--- src/rtl/cross_bar_slave_port.sv ---
// Slave-side transaction port of the cross bar: locks the slave to the granted master,
// routes its request and returns ack/resp/rdata to the owner. Optional watchdog: CROSS_BAR_SLAVE_TIMEOUT_EN.

package cross_bar_pkg;
    localparam int MASTER_N = 4;
endpackage

module cross_bar_slave_port #(
    parameter int MASTER_N    = cross_bar_pkg::MASTER_N,
    parameter int ADDR_W      = 32,
    parameter int DATA_W      = 32,
    parameter int TIMEOUT_CYC = 255
) (
    input  logic                         clk,
    input  logic                         rst,
    input  logic [MASTER_N-1:0]          grant,
    input  logic [MASTER_N-1:0]          m_req,
    input  logic [MASTER_N*ADDR_W-1:0]   m_addr,
    input  logic [MASTER_N-1:0]          m_cmd,
    input  logic [MASTER_N*DATA_W-1:0]   m_wdata,
    output logic [MASTER_N-1:0]          m_ack,
    output logic [MASTER_N-1:0]          m_resp,
    output logic [DATA_W-1:0]            m_rdata,
    output logic                         s_req,
    output logic [ADDR_W-1:0]            s_addr,
    output logic                         s_cmd,
    output logic [DATA_W-1:0]            s_wdata,
    input  logic                         s_ack,
    input  logic                         s_resp,
    input  logic [DATA_W-1:0]            s_rdata,
    output logic [$clog2(MASTER_N)-1:0]  owner,
    output logic                         busy,
    output logic                         err
);

    localparam int OWN_W = $clog2(MASTER_N);

    typedef enum logic [1:0] {
        IDLE = 2'd0,
        ADDR = 2'd1,
        RESP = 2'd2,
        REL  = 2'd3
    } state_t;

    state_t              state;
    state_t              state_next;
    logic [OWN_W-1:0]    owner_next;
    logic [MASTER_N-1:0] owner_oh;
    logic [MASTER_N-1:0] grant_oh_req;
    logic                grant_one;
    logic                grant_multi;
    logic [OWN_W-1:0]    grant_idx;
    logic                own_req;
    logic                own_grant;
    logic                own_cmd;
    logic [ADDR_W-1:0]   sel_addr;
    logic [DATA_W-1:0]   sel_wdata;
    logic                timeout_hit;

    function automatic logic [OWN_W-1:0] onehot_idx(input logic [MASTER_N-1:0] v);
        logic [OWN_W-1:0] idx;
        idx = '0;
        for (int i = 0; i < MASTER_N; i++) begin
            if (v[i]) begin
                idx = OWN_W'(i);
            end else begin
                idx = idx | {OWN_W{1'b0}};
            end
        end
        return idx;
    endfunction

    assign grant_one    = $onehot(grant);
    assign grant_multi  = (grant != {MASTER_N{1'b0}}) && !grant_one;
    assign grant_idx    = onehot_idx(grant);
    assign grant_oh_req = grant & m_req;

    // Owner-relative views so non-owners can never influence the transfer.
    assign owner_oh  = {{(MASTER_N-1){1'b0}}, 1'b1} << owner;
    assign own_req   = |(m_req & owner_oh);
    assign own_grant = |(grant & owner_oh);
    assign own_cmd   = |(m_cmd & owner_oh);

    // Owner field mux for the slave request channel
    always_comb begin
        sel_addr  = {ADDR_W{1'b0}};
        sel_wdata = {DATA_W{1'b0}};
        for (int i = 0; i < MASTER_N; i++) begin
            sel_addr  = sel_addr  | ({ADDR_W{owner_oh[i]}} & m_addr[i*ADDR_W +: ADDR_W]);
            sel_wdata = sel_wdata | ({DATA_W{owner_oh[i]}} & m_wdata[i*DATA_W +: DATA_W]);
        end
    end

`ifdef CROSS_BAR_SLAVE_TIMEOUT_EN
    localparam int CNT_W = $clog2(TIMEOUT_CYC + 1);

    logic [CNT_W-1:0] resp_cnt;

    // Response watchdog: zero outside RESP, counts cycles spent in RESP
    always_ff @(posedge clk) begin
        if (rst) begin
            resp_cnt <= {CNT_W{1'b0}};
        end else if (state != RESP) begin
            resp_cnt <= {CNT_W{1'b0}};
        end else if (resp_cnt != CNT_W'(TIMEOUT_CYC)) begin
            resp_cnt <= resp_cnt + CNT_W'(1);
        end else begin
            resp_cnt <= resp_cnt;
        end
    end

    // A genuine response in the limit cycle still wins over the timeout.
    assign timeout_hit = (state == RESP) && (resp_cnt == CNT_W'(TIMEOUT_CYC)) && !s_resp;
`else
    assign timeout_hit = 1'b0;
`endif

    // State, owner and busy registers
    always_ff @(posedge clk) begin
        if (rst) begin
            state <= IDLE;
            owner <= {OWN_W{1'b0}};
            busy  <= 1'b0;
        end else begin
            state <= state_next;
            owner <= owner_next;
            busy  <= (state_next != IDLE);
        end
    end

    // Next-state and ownership decisions
    always_comb begin
        state_next = state;
        owner_next = owner;
        case (state)
            IDLE: begin
                if (grant_one && (grant_oh_req != {MASTER_N{1'b0}})) begin
                    state_next = ADDR;
                    owner_next = grant_idx;
                end else begin
                    state_next = IDLE;
                end
            end
            ADDR: begin
                if (s_ack) begin
                    state_next = own_cmd ? REL : RESP;
                end else begin
                    state_next = ADDR;
                end
            end
            RESP: begin
                if (s_resp || timeout_hit) begin
                    state_next = REL;
                end else begin
                    state_next = RESP;
                end
            end
            REL: begin
                if (!own_req) begin
                    state_next = IDLE;
                end else if (own_grant) begin
                    state_next = ADDR;
                end else begin
                    state_next = REL;
                end
            end
            default: begin
                state_next = IDLE;
            end
        endcase
    end

    // Slave channel and owner return path, all gated by state
    always_comb begin
        s_req   = 1'b0;
        s_addr  = {ADDR_W{1'b0}};
        s_cmd   = 1'b0;
        s_wdata = {DATA_W{1'b0}};
        m_ack   = {MASTER_N{1'b0}};
        m_resp  = {MASTER_N{1'b0}};
        m_rdata = {DATA_W{1'b0}};
        err     = 1'b0;
        case (state)
            IDLE: begin
                err = grant_multi;
            end
            ADDR: begin
                s_req   = 1'b1;
                s_addr  = sel_addr;
                s_cmd   = own_cmd;
                s_wdata = sel_wdata;
                m_ack   = s_ack ? owner_oh : {MASTER_N{1'b0}};
            end
            RESP: begin
                if (s_resp) begin
                    m_resp  = owner_oh;
                    m_rdata = s_rdata;
                end else if (timeout_hit) begin
                    m_resp  = owner_oh;
                    m_rdata = {DATA_W{1'b1}};
                    err     = 1'b1;
                end else begin
                    m_resp  = {MASTER_N{1'b0}};
                end
            end
            REL: begin
                s_req = 1'b0;
            end
            default: begin
                s_req = 1'b0;
            end
        endcase
    end

endmodule

--- config.mk ---
export PLATFORM = sky130hd
export DESIGN_NAME = cross_bar_slave_port
export DESIGN_NICKNAME = d
export VERILOG_FILES = /design/src/rtl/cross_bar_slave_port.sv
export SDC_FILE = /design/constraint.sdc
export NUM_CORES = 1
export LEC_CHECK = 0
export CAP_MARGIN = 30
export CORE_AREA = 2 2 163 165
export DETAILED_ROUTE_END_ITERATION = 10
export DIE_AREA = 0 0 165 167
export PLACE_DENSITY = 0.55
export SLEW_MARGIN = 20
export SYNTH_ARGS = -nofsm -noshare
export SYNTH_HDL_FRONTEND = slang
export SYNTH_SLANG_ARGS = --single-unit
--- constraint.sdc ---
create_clock -name clk -period 2.7 [get_ports clk]
set_clock_uncertainty 0.1 [all_clocks]
set_input_delay 0.27 -clock clk [delete_from_list [all_inputs] [get_ports clk]]
set_output_delay 0.27 -clock clk [all_outputs]
set_load 0.02 [all_outputs]
# --- Yosys cells after proc, flatten, opt, wreduce, memory -nomap -nowiden ---
# Index checks and enable logic that the tools add are counted.
# Widths: inputs -> output; s select.
word_totals:
  reg_bits: 5
  latch_bits: 0
  ram_bits: 0
  mem_bits_ro: 0
  inputBits: 304
  out_inout_bits: 110
  wordCells: 61
  mem_count: 0
classes:
  add_sub_neg: 3
  mul: 0
  div: 0
  n_lt_le_gt_ge: 0
  n_eq_ne: 4
  n_shift: 1
  mux: 21
  bitwise_logic: 18
  n_reduce_logical: 11
op_table:
  columns: ["op", "n"]
  rows:
  - ["$and 32x32->32", 8]
  - ["$or 32x32->32", 6]
  - ["$mux 32", 4]
  - ["$and 4x4->4", 4]
  - ["$mux 4", 4]
  - ["$reduce_or 4->1", 3]
  - ["$mux 2", 5]
  - ["$pmux 2 s4", 1]
  - ["$reduce_bool 4->1", 2]
  - ["$mux 1", 7]
  - ["$add 1x1->2", 2]
  - ["$eq 2x2->1 const B", 2]
  - ["$shl 1x2->4 const A", 1]
  - ["$add 2x2->3", 1]
  - ["$eq 3x1->1 const B", 1]
  - ["$eq 2x1->1 const B", 1]
  - ["$logic_and 1x1->1", 2]
  - ["$logic_not 2->1", 1]
  - ["$reduce_and 2->1", 1]
  - ["$reduce_bool 2->1", 1]
  - ["$logic_not 1->1", 1]

# --- Logic depth before layout (Yosys ltp) ---
depth:
  depth_word: 7
  ltp_mapped: 9

# --- Worst setup path after synthesis ---
# No wires, ideal clock.
synth_timing:
  kind: "input to output"
  startpoint: "input port grant[0]"
  endpoint: "output port err"
  arrival_ns: 2.482
  setup_slack_ns: -0.152
  path_stages: 7
  cell_sequence: "inv_1 -> fa_1 -> inv_1 -> ha_1 -> ha_1 -> nor3b_1 -> a2111oi_0"
synth_between:
  elab_chain_cells: 6
  word_cells_on_any_way: 7
  classes_between: "add/sub (2); eq/ne (1); mux (1); reduce/logical (3)"
synth_rtl:
  columns: ["element", "line_no", "rtl"]
  rows:
  - ["from (decl)", "16", "input logic [MASTER_N-1:0] grant,"]
  - ["$add 1x1->2 (not written as such)", "73", "assign grant_one = $onehot(grant);"]
  - ["$add 2x2->3 (not written as such)", "73", null]
  - ["$eq 3x1->1", "73", null]
  - ["$logic_not 1->1", "74", "assign grant_multi = (grant != {MASTER_N{1'b0}}) && !grant_one;"]
  - ["$logic_and 1x1->1 *", "74", null]
  - ["$mux 1 *", null, null]
  - ["to (decl)", "33", "output logic err"]
# Mark *: on every way between the ends. The rest lies on a longest branch, timed or not.

# --- Final worst setup path ---
layout_timing:
  startpoint: "register owner[0]"
  endpoint: "output port s_addr[18]"
layout_between:
  elab_chain_cells: 6
  word_cells_on_any_way: 9
  classes_between: "shift (1); mux (1); bitwise (7)"
layout_rtl:
  columns: ["element", "line_no", "rtl"]
  rows:
  - ["from (decl)", "31", "output logic [$clog2(MASTER_N)-1:0] owner,"]
  - ["from (signal assigned)", "122", "owner <= {OWN_W{1'b0}};"]
  - ["from (signal assigned)", "126", "owner <= owner_next;"]
  - ["$shl 1x2->4 *", "79", "assign owner_oh = {{(MASTER_N-1){1'b0}}, 1'b1} << owner;"]
  - ["$and 32x32->32", "89", "sel_addr = sel_addr | ({ADDR_W{owner_oh[i]}} & m_addr[i*ADDR_W +: ADDR_W]);"]
  - ["$or 32x32->32 (2 in series)", "89", null]
  - ["$or 32x32->32 *", "89", null]
  - ["$mux 32 *", "183", "case (state)"]
  - ["to (decl)", "25", "output logic [ADDR_W-1:0] s_addr,"]
# Marked as above.

==> flow_summary.toml <==
[status]
status = "complete, no violations"

[power_and_ir_drop]
internal-power_mw = 1.327
p_switching_mw = 0.7218
clockPowerShare = 0.117
p_per_area_nw_per_um2 = 276.1
p_sw_frac = 0.3522
pwr-share-comb = 0.824
finalPower_mw = 2.049
p_leak_nw = 2.552
seqPwrFrac = 0.059
vdd_drop_max_mv = 0.2404

[placed_design]
dp_cells = 988
gp_congestion = 0.7870
dp_hpwl_um = 14590
preCtsSetupSlack_ns = -0.6539
io_buffers = 413

[global_routing]
met1_usage = 0.1288
antenna_found_initial = 0
grt_pass1_wl_um = 23930
globalRouteMet2Util = 0.2192
grt_max_degree = 37
grt-ovfl-total = 0
grt_use_met3 = 0.02914
track_usage = 0.1134
grt_busiest_layer = "met2"
grt_pass1_vias = 4052

[clock_tree]
clockBufferDepth = 2
cts_tree = "built"
cts-root-buf = "clkbuf_16"
htreeDepth = 1
clk_pin_slew_ns = 0.03
clock_latency_ns = 0.22
cts_sinks = 5
postCtsSetupBuffers = 0
cts_made_buffers = 3

[sta]
hold_violations = 0
finalCritPeriodShare = 0.9414
rsz0062_at_grt = "no"
drv_slew = 0
tightestPinTransition_ns = 0.4127
fin_ws_ns = 0.1581
hold_ws_ns = 0.5154
timing.final.crit_period_ns = 2.542
max_freq_mhz = 393.4
fin_tns_setup_ns = 0
relSlewSlack = 0.7245
setup_violations = 0

[synthesis]
synth.area.top_cells = "mux4_2, and2_1, buf_12"
syn_nets = 560
synth_area_leader_cell = "mux4_2"
syn-cell-area_um2 = 2819
synthArstFlopShare = 0
yosys.area.top_type_share = 0.5193
synthesis.instances = 252
synth_common_cells = "and2_1, mux4_2, clkbuf_1"
ys.warnings.count = 0
synth_edf_count = 0
yosysMostFrequentCell = "and2_1"
ys_seq_elements = 5
yosysSeqAreaShare = 0.03551
ys.flop_type = "dfxtp_1"
synth_cell_types = 35
avgSynthCellArea_um2 = 11.19

[floorplan]
fp.dieW_um = 165
initial_core_util = 0.1094
num_rows = 59
die_y_um = 167
die_area_um2 = 27560
io_pins = 414
core_area_um2 = 25760

[layout]
fillCellCount = 2686
stdcell_count = 992
multi_input_area_um2 = 2460
drive_above_1_share = 0.1446
seqCellArea_um2 = 107.6
syn_to_final_growth_pct = 163.2
antenna_cells = 0
nNetsFinal = 966

[worst_setup_path]
arrival_ns = 2.17
critPathCaptureType = "output port"
worstPathRequired_ns = 2.33
cp-start-kind = "register"
cp_max_fo = 30
critical_path_class = "register to output port"

[run]
cap_violations = 0

[detailed_routing]
wl_per_cell_um = 17.07
drc_errors = 0
drtIter0Drc = 117
vias_per_cell = 3.826
num_vias = 3795
final_antenna_net_count = 0
dr.pass1.iters = 4
totalWireLength_um = 16940

[min_path]
hold_class = "register to register"
-- critical path: stages, from the launching register on --
cell	delay, ns
dfxtp_4	0.40
buf_12	0.23
mux4_2	0.52
and2_1	0.16
clkdlybuf4s50_1	0.58
-- registers in the layout, summed over array words and instances, names as in the netlist --
name   cells
state      2
busy       1
owner      2
-- layout by cell type, fill, tap and decap left out, drive strengths merged, types with 2 or more instances in the layout --
cell type and n:
nand2b 5, and2 96, a22o 2, ha 3, clkbuf 4, mux4 65
mux2 2, a2111oi 2, nor3 2, nand2 2, dlygate4sd2 3, dfxtp 5
mux2i 3, nor3b 5, nor2 7, clkdlybuf4s50 408, buf 19, inv 8
-- power groups by stage --
stage / Sequential, mW / Clock (mW) / Combinational (mW)
5_1_grt: 0.125 / 0.252 / 1.81
2_1_floorplan: 0.107 / 0 / 0.838
3_3_place_gp: 0.123 / 0 / 1.72
6_report: 0.121 / 0.240 / 1.69
3_5_place_dp: 0.123 / 0 / 1.72
4_1_cts: 0.122 / 0.244 / 1.72
-- logic make-up (layout without fill, tap and decap cells) --
kind of cell / after synthesis / count (layout) / synth area share
simple gates: 123 / 123 / 0.2699
fa+ha+maj: 4 / 4 / 0.02042
compound gates: 13 / 13 / 0.03862
buf+inv: 37 / 442 / 0.09499
mux: 70 / 70 / 0.5406
flops: 5 / 5 / 0.03551
-- cell type report --
cell class / count / area share
repair buffers: 430 / 0.5829
flip-flops and latches: 5 / 0.01450
well taps: 335 / 0.05648
clock buffers: 4 / 0.01062
inverters: 8 / 0.004047
multi-input cells: 210 / 0.3315
-- routing by layer --
layer	share of wire	vias up
met3	0.10	4
met1	0.37	1806
li1	-	1779
met2	0.53	206
met5	0	-
met4	0.0021	0
-- path summary, 6_finish.rpt --
path | depth (start not counted) | slack, ns | endpoint | from
setup reg to reg | 4 | 0.90 | busy$_SDFF_PP0_ | owner[0]$_SDFFE_PP0P_
setup / recovery | 4 | 0.16 | s_addr[18] | owner[0]$_SDFFE_PP0P_
hold reg to reg | 2 | 0.52 | owner[1]$_SDFFE_PP0P_ | owner[1]$_SDFFE_PP0P_
hold / removal | 2 | 0.52 | owner[1]$_SDFFE_PP0P_ | owner[1]$_SDFFE_PP0P_
-- metrics by stage --
| step | cell area [um^2] | utilization |
|---|---|---|
| floorplan | 2820 | - |
| finish | 7421 | 0.2880 |
| global route | 7421 | 0.2880 |
| CTS | 7421 | 0.2880 |
| detailed placement | 7351 | 0.2853 |
| global placement | 7351 | 0.2853 |
-- repair_timing --
action / 4_1_cts / 5_1_grt
gates resized for setup: 9 / 0
setup endpoints to repair: 3 / 0
hold buffers: 0 / 0
Note: power is estimated with default switching activity, not from simulation.
==> edit 1, RTL diff (same settings) <==
Change the parameter `ADDR_W` from 32 to 16.
--- a/src/rtl/cross_bar_slave_port.sv
+++ b/src/rtl/cross_bar_slave_port.sv
@@ -7,7 +7,7 @@
 
 module cross_bar_slave_port #(
     parameter int MASTER_N    = cross_bar_pkg::MASTER_N,
-    parameter int ADDR_W      = 32,
+    parameter int ADDR_W      = 16,
     parameter int DATA_W      = 32,
     parameter int TIMEOUT_CYC = 255
 ) (
Ports: changed (resized m_addr and s_addr); port bits go from 414 to 334. The function was not compared with the original's and may differ.
==> edit 1 against the unedited design <==
  * Wire length decreased by 21%
  * Combinational power decreased by 19%
  * Worst setup slack improved by 1.3 ps
  * Sequential cell count unchanged
  * Final area decreased by 17%
  * Final cell count decreased by 11%
  * Hold slack got worse by 82 ps
  * Area after synthesis decreased by 20%
  * Non-clock buffer count decreased by 82
  * Total power decreased by 16%
  * Count of clock-buffer cells in the layout unchanged
  * Global-route usage decreased by 2.2 points
  * Largest cell class unchanged
  * Largest power group unchanged
==> edit 1: results (changes against the unedited design) <==
{
  "run_status": {
    "run_status": "finished clean"
  },
  "hold_path": {
    "hold_path.class": "primary input to register"
  },
  "yosys": {
    "synth_fp_nets": {"value": 458, "change": "-18%"},
    "synth_sequential_area_ratio": {"value": 0.0444, "change": "+0.00891"},
    "post_synth_num_cell_types": {"value": 36, "change": "+2.9%"},
    "synth_common_cells": "80 x and2_1, 49 x mux4_2, 12 x clkbuf_1",
    "yosys-top-cells-area": "mux4_2 49%, and2_1 22%, dfxtp_1 4.4%, clkbuf_1 2.0%, ha_1 1.7%",
    "netlist_instances": {"value": 214, "change": "-15%"},
    "ys.flop_type": "dfxtp_1"
  },
  "clock_tree": {
    "insertion_delay": {"value": 220, "unit": "ps", "change": "about the same"},
    "post-cts-setup-buffers": {"value": 0, "change": "unchanged"},
    "h_tree_levels": {"value": 1, "change": "unchanged"}
  },
  "final_layout": {
    "drive_gt1_frac": {"value": 0.151, "change": "+0.00642"},
    "layoutNonFillerInstCount": {"value": 878, "change": "-11%"},
    "finalNetCount": {"value": 788, "change": "-18%"}
  },
  "place": {
    "placement.setup.worst_slack": {"value": -705, "unit": "ps", "change": "-51.5 ps"},
    "placed_cells": {"value": 874, "change": "-12%"},
    "place.detailed.hpwl": {"value": 11.7, "unit": "mm", "change": "-20%"},
    "port_buffers": {"value": 333, "change": "-19%"},
    "placedInstanceArea": {"value": 0.00607, "unit": "sq mm", "change": "-17%"},
    "routabilityCongestion": {"value": 0.759, "change": "-3.5%"}
  },
  "setup_path": {
    "critPathLaunch": "grant[0]",
    "worst_setup_path_endpoint": "err",
    "crit_fanout": {"value": 3, "change": "-90%"},
    "r2r-start": "owner[0]",
    "depth_of_the_worst_register_to_register_path": {"value": 5, "change": "+1"},
    "timing.reg2reg.setup_slack": {"value": 840, "unit": "ps", "change": "-60 ps"}
  },
  "global_route": {
    "grt_pass1_vias": {"value": 3326, "change": "-18%"},
    "grt_pass1_wl": {"value": 19.2, "unit": "mm", "change": "-20%"},
    "grt_max_degree": {"value": 42, "change": "+14%"},
    "number_of_antenna_violations_at_the_first_check_in_global_routing": {"value": 0, "change": "unchanged"},
    "global_route.usage.total": {"value": 0.0914, "change": "-0.0219"}
  },
  "power": {
    "vdd_drop_max": {"value": 0.228, "unit": "mV", "change": "-5.1%"},
    "static-leakage-power": {"value": 2.10, "unit": "nW", "change": "-18%"}
  },
  "route": {
    "totalWireLength": {"value": 13.4, "unit": "mm", "change": "-21%"},
    "avgViaCountPerCell": {"value": 3.56, "change": "-7.0%"},
    "iteration_0_drc_count_of_the_detailed_router": {"value": 93, "change": "-21%"}
  },
  "timing": {
    "timing_worst_slew_pin_value": {"value": 460, "unit": "ps", "change": "+47.3 ps"},
    "finalCritPeriodShare": {"value": 0.941, "change": "about the same"}
  }
}
## edit 1: cell count changes in the layout (fill, tap and decap cells not counted), moves of 2 or more
cell and delta:
inv_2 +2, buf_4 -2, clkdlybuf4s50_1 -80, and2_1 -16, inv_1 -2, mux4_2 -16
## edit 1: kinds of logic after synthesis
family,synth area share
buffers and inverters,0.0738
multiplexers,0.515
AO/OA/AOI/OAI,0.0483
adder cells (fa/ha/maj),0.0255
flip-flops,0.0444
AND/OR/NAND/NOR,0.293
## edit 1: power breakdown
group | switching (mW) | internal, mW | total [mW]
registers | 0.0232 | 0.0884 | 0.112
logic | 0.532 | 0.841 | 1.37
clock network | 0.0439 | 0.195 | 0.239
total | 0.599 | 1.12 | 1.72
## edit 1: routing by layer
layer	share of wire	global-route usage
met1	0.37	0.101
met2	0.52	0.175
met3	0.11	0.0259
met4	0.0043	0.0110
met5	0	0
## edit 1: repair_timing
item | CTS | global route
gates resized for setup | 11 | 4
pin swaps | 1 | 2
endpoints found under the setup margin | 4 | 4
hold endpoints to repair | 0 | 0
## edit 1: stage by stage
| stage | power, mW | hold slack, ps |
|---|---|---|
| floorplan | 0.749 | 242 |
| global placement | 1.50 | 466 |
| detailed placement | 1.51 | 477 |
| CTS | 1.75 | 483 |
| global route | 1.84 | 484 |
| finish | 1.72 | 434 |
## edit 1: critical path: stages
cell	delay, ps
dlygate4sd2_1	250
inv_2	60
fa_1	530
inv_1	40
ha_1	170
ha_1	280
nor3b_2	50
a2111oi_2	290
buf_2	230
## edit 1: final cells by class
type	count	area [sq um]
Clock buffer	4	78.8
Timing Repair Buffer	348	3510
Sequential cell	5	105
Inverter	8	30.0
Tap cell	335	419
Multi-Input combinational cell	178	2010
Fill cell	2756	19600
## edit 1: worst min-delay path by stage
stage                     startpoint        to  depth (start not counted)
final                       grant[3]  owner[0]                          5
after global routing        grant[3]  owner[0]                          5
after CTS                   owner[1]  owner[1]                          2
after detailed placement    owner[1]  owner[1]                          2
after global placement      owner[1]  owner[1]                          2
after floorplan                  rst  owner[0]                          1
==> edit 2, RTL diff (config.mk and constraints unchanged) <==
Made on the original files. Encoding of `state_t`: now one-hot (4 bits for 4 states).
--- a/src/rtl/cross_bar_slave_port.sv
+++ b/src/rtl/cross_bar_slave_port.sv
@@ -35,11 +35,11 @@
 
     localparam int OWN_W = $clog2(MASTER_N);
 
-    typedef enum logic [1:0] {
-        IDLE = 2'd0,
-        ADDR = 2'd1,
-        RESP = 2'd2,
-        REL  = 2'd3
+    typedef enum logic [3:0] {
+        IDLE = 4'b0001,
+        ADDR = 4'b0010,
+        RESP = 4'b0100,
+        REL  = 4'b1000
     } state_t;
 
     state_t              state;
Behaviour: no difference found for any inputs over 10 cycles, from zero or initial values and one cycle with rst high; not proved beyond that.
==> edit 2 against the unedited design <==
  * Area after synthesis is 1.5% lower
  * Count of clock-buffer cells in the layout is 1 lower
  * Sequential cell count is 2 higher
  * Largest power group unchanged
  * Total power is 26% lower
  * Final cell count is 1.9% higher
  * Wire length is 3.9% higher
  * Final area is 3.1% higher
  * Worst setup slack worse by 93 ps
  * Critical endpoint is now s_wdata[25]
==> edit 2: results (changes against the unedited design) <==
{
  "run_status": {
    "run_status": "finished clean"
  },
  "global_route": {
    "gr-usage-met3": {"value": 0.0291, "change": "unchanged"},
    "grt_pass1_vias": {"value": 4240, "change": "+4.6%"},
    "grt_pass1_wl": {"value": 25.1, "unit": "mm", "change": "+4.8%"},
    "global_route.usage.total": {"value": 0.119, "change": "+0.00567"},
    "number_of_antenna_violations_at_the_first_check_in_global_routing": {"value": 1, "change": "+1"},
    "grt_max_degree": {"value": 38, "change": "+2.7%"},
    "met1_usage": {"value": 0.144, "change": "+0.0149"},
    "grtUsageMet2": {"value": 0.218, "change": "-0.000725"}
  },
  "final_layout": {
    "reg_top3": "state x4, owner x2, busy x1",
    "layoutNonFillerInstCount": {"value": 1011, "change": "+1.9%"},
    "drive_gt1_frac": {"value": 0.193, "change": "+0.0480"},
    "finalNetCount": {"value": 984, "change": "+1.9%"}
  },
  "setup_path": {
    "critPathLaunch": "state[3]",
    "crit_fanout": {"value": 38, "change": "+27%"},
    "crit_arrival": {"value": 2260, "unit": "ps", "change": "+90 ps"},
    "r2r-start": "owner[0]",
    "worst_path_largest_cell_delay": {"value": 620, "unit": "ps", "change": "+40 ps"},
    "timing.critical_path.slowest_stage_cell": "clkdlybuf4s50_1"
  },
  "timing": {
    "timing_worst_slew_pin_value": {"value": 491, "unit": "ps", "change": "+78.1 ps"}
  },
  "place": {
    "port_buffers": {"value": 413, "change": "unchanged"},
    "place.detailed.hpwl": {"value": 15.4, "unit": "mm", "change": "+5.4%"},
    "routabilityCongestion": {"value": 0.766, "change": "-2.7%"}
  },
  "yosys": {
    "yosys-top-cells-area": "mux4_2 54%, and2_1 15%, dfxtp_1 5.0%, and3_1 4.5%, and3_2 3.2%",
    "asyncSetResetFlopFracSynth": {"value": 0, "change": "unchanged"},
    "synth_sequential_area_ratio": {"value": 0.0505, "change": "+0.0150"},
    "netlist_instances": {"value": 259, "change": "+2.8%"},
    "post_synth_num_cell_types": {"value": 34, "change": "-2.9%"},
    "ys.warnings.count": {"value": 0, "change": "unchanged"},
    "synth_fp_nets": {"value": 567, "change": "+1.3%"},
    "synth_common_cells": "67 x mux4_2, 65 x and2_1, 20 x and3_1",
    "ys.flop_type": "dfxtp_1"
  },
  "power": {
    "switching_share": {"value": 0.284, "change": "-0.0686"},
    "vdd_drop_max": {"value": 0.176, "unit": "mV", "change": "-27%"},
    "static-leakage-power": {"value": 3.30, "unit": "nW", "change": "+29%"}
  },
  "route": {
    "post_drt_wl_per_cell": {"value": 17.4, "unit": "microns", "change": "+1.9%"},
    "iteration_0_drc_count_of_the_detailed_router": {"value": 115, "change": "-1.7%"},
    "routed-via-count": {"value": 3901, "change": "+2.8%"}
  },
  "hold_path": {
    "hold_path.class": "primary input to register",
    "hold_path.startpoint": "grant[3]"
  },
  "clock_tree": {
    "clk_transition_reported_paths_ps": 40,
    "insertion_delay_ps": 230,
    "h_tree_levels": {"value": 1, "change": "unchanged"},
    "cts.path.max_buffers": {"value": 2, "change": "unchanged"},
    "ctsRootBufferMaster": "clkbuf_16"
  }
}
==> edit 2: cell families after synthesis <==
kind of cell	after synthesis	synth area share
buffers and inverters	38	0.0577
adder cells (fa/ha/maj)	4	0.0207
flip-flops	7	0.0505
multiplexers	68	0.547
AND/OR/NAND/NOR	128	0.284
XOR/XNOR	1	0.00316
AO/OA/AOI/OAI	13	0.0370
==> edit 2: power groups by stage <==
stage	Sequential, mW	Combinational (mW)	Clock, mW
6_report	0.155	1.12	0.256
5_1_grt	0.160	1.20	0.268
4_1_cts	0.159	1.13	0.261
3_5_place_dp	0.161	1.13	0
3_3_place_gp	0.161	1.12	0
2_1_floorplan	0.133	0.500	0
==> edit 2: layout make-up <==
type,instances,area [sq um]
antenna,1,2.50
clock buffer,3,75.1
clock inverter,1,5.00
fill,2696,18100
inverter,9,33.8
multi-input combinational,214,2490
sequential,7,148
tap,335,419
timing repair buffer,441,4480
==> edit 2: routing by layer <==
metal | part of all wire | wire (microns)
met1 | 0.38 | 6740
met2 | 0.51 | 9060
met3 | 0.095 | 1680
met4 | 0.0058 | 102
met5 | 0.00068 | 12
==> edit 2: worst paths after layout <==
| kind | slack (ps) | end | cells after the start |
|---|---|---|---|
| setup / recovery | 70 | s_wdata[25] | 5 |
| hold reg to reg | 570 | owner[1] | 2 |
| hold / removal | 380 | owner[0] | 5 |
| setup reg to reg | 860 | state[1] | 4 |
==> edit 2: timing repair <==
item                                   CTS  global route
endpoints found under the hold margin    0             0
pin swaps                                0             1
gates resized for setup                 12            38
setup endpoints to repair                7            43
buffers inserted                         0             2
==> edit 2: critical path: cells and delay by family, from the launching register on <==
| family | cells | cell delay [ps] |
|---|---|---|
| buffers and inverters | 3 | 950 |
| AND/OR/NAND/NOR | 2 | 690 |
| flip-flops | 1 | 360 |
==> edit 2: through the flow <==
step,cell area (sq um),setup WS (ps)
6_report,7650,65.4
5_1_grt,7650,-9.24
4_1_cts,7570,4.03
3_5_place_dp,7490,-736
3_3_place_gp,7490,-703
2_1_floorplan,2780,172
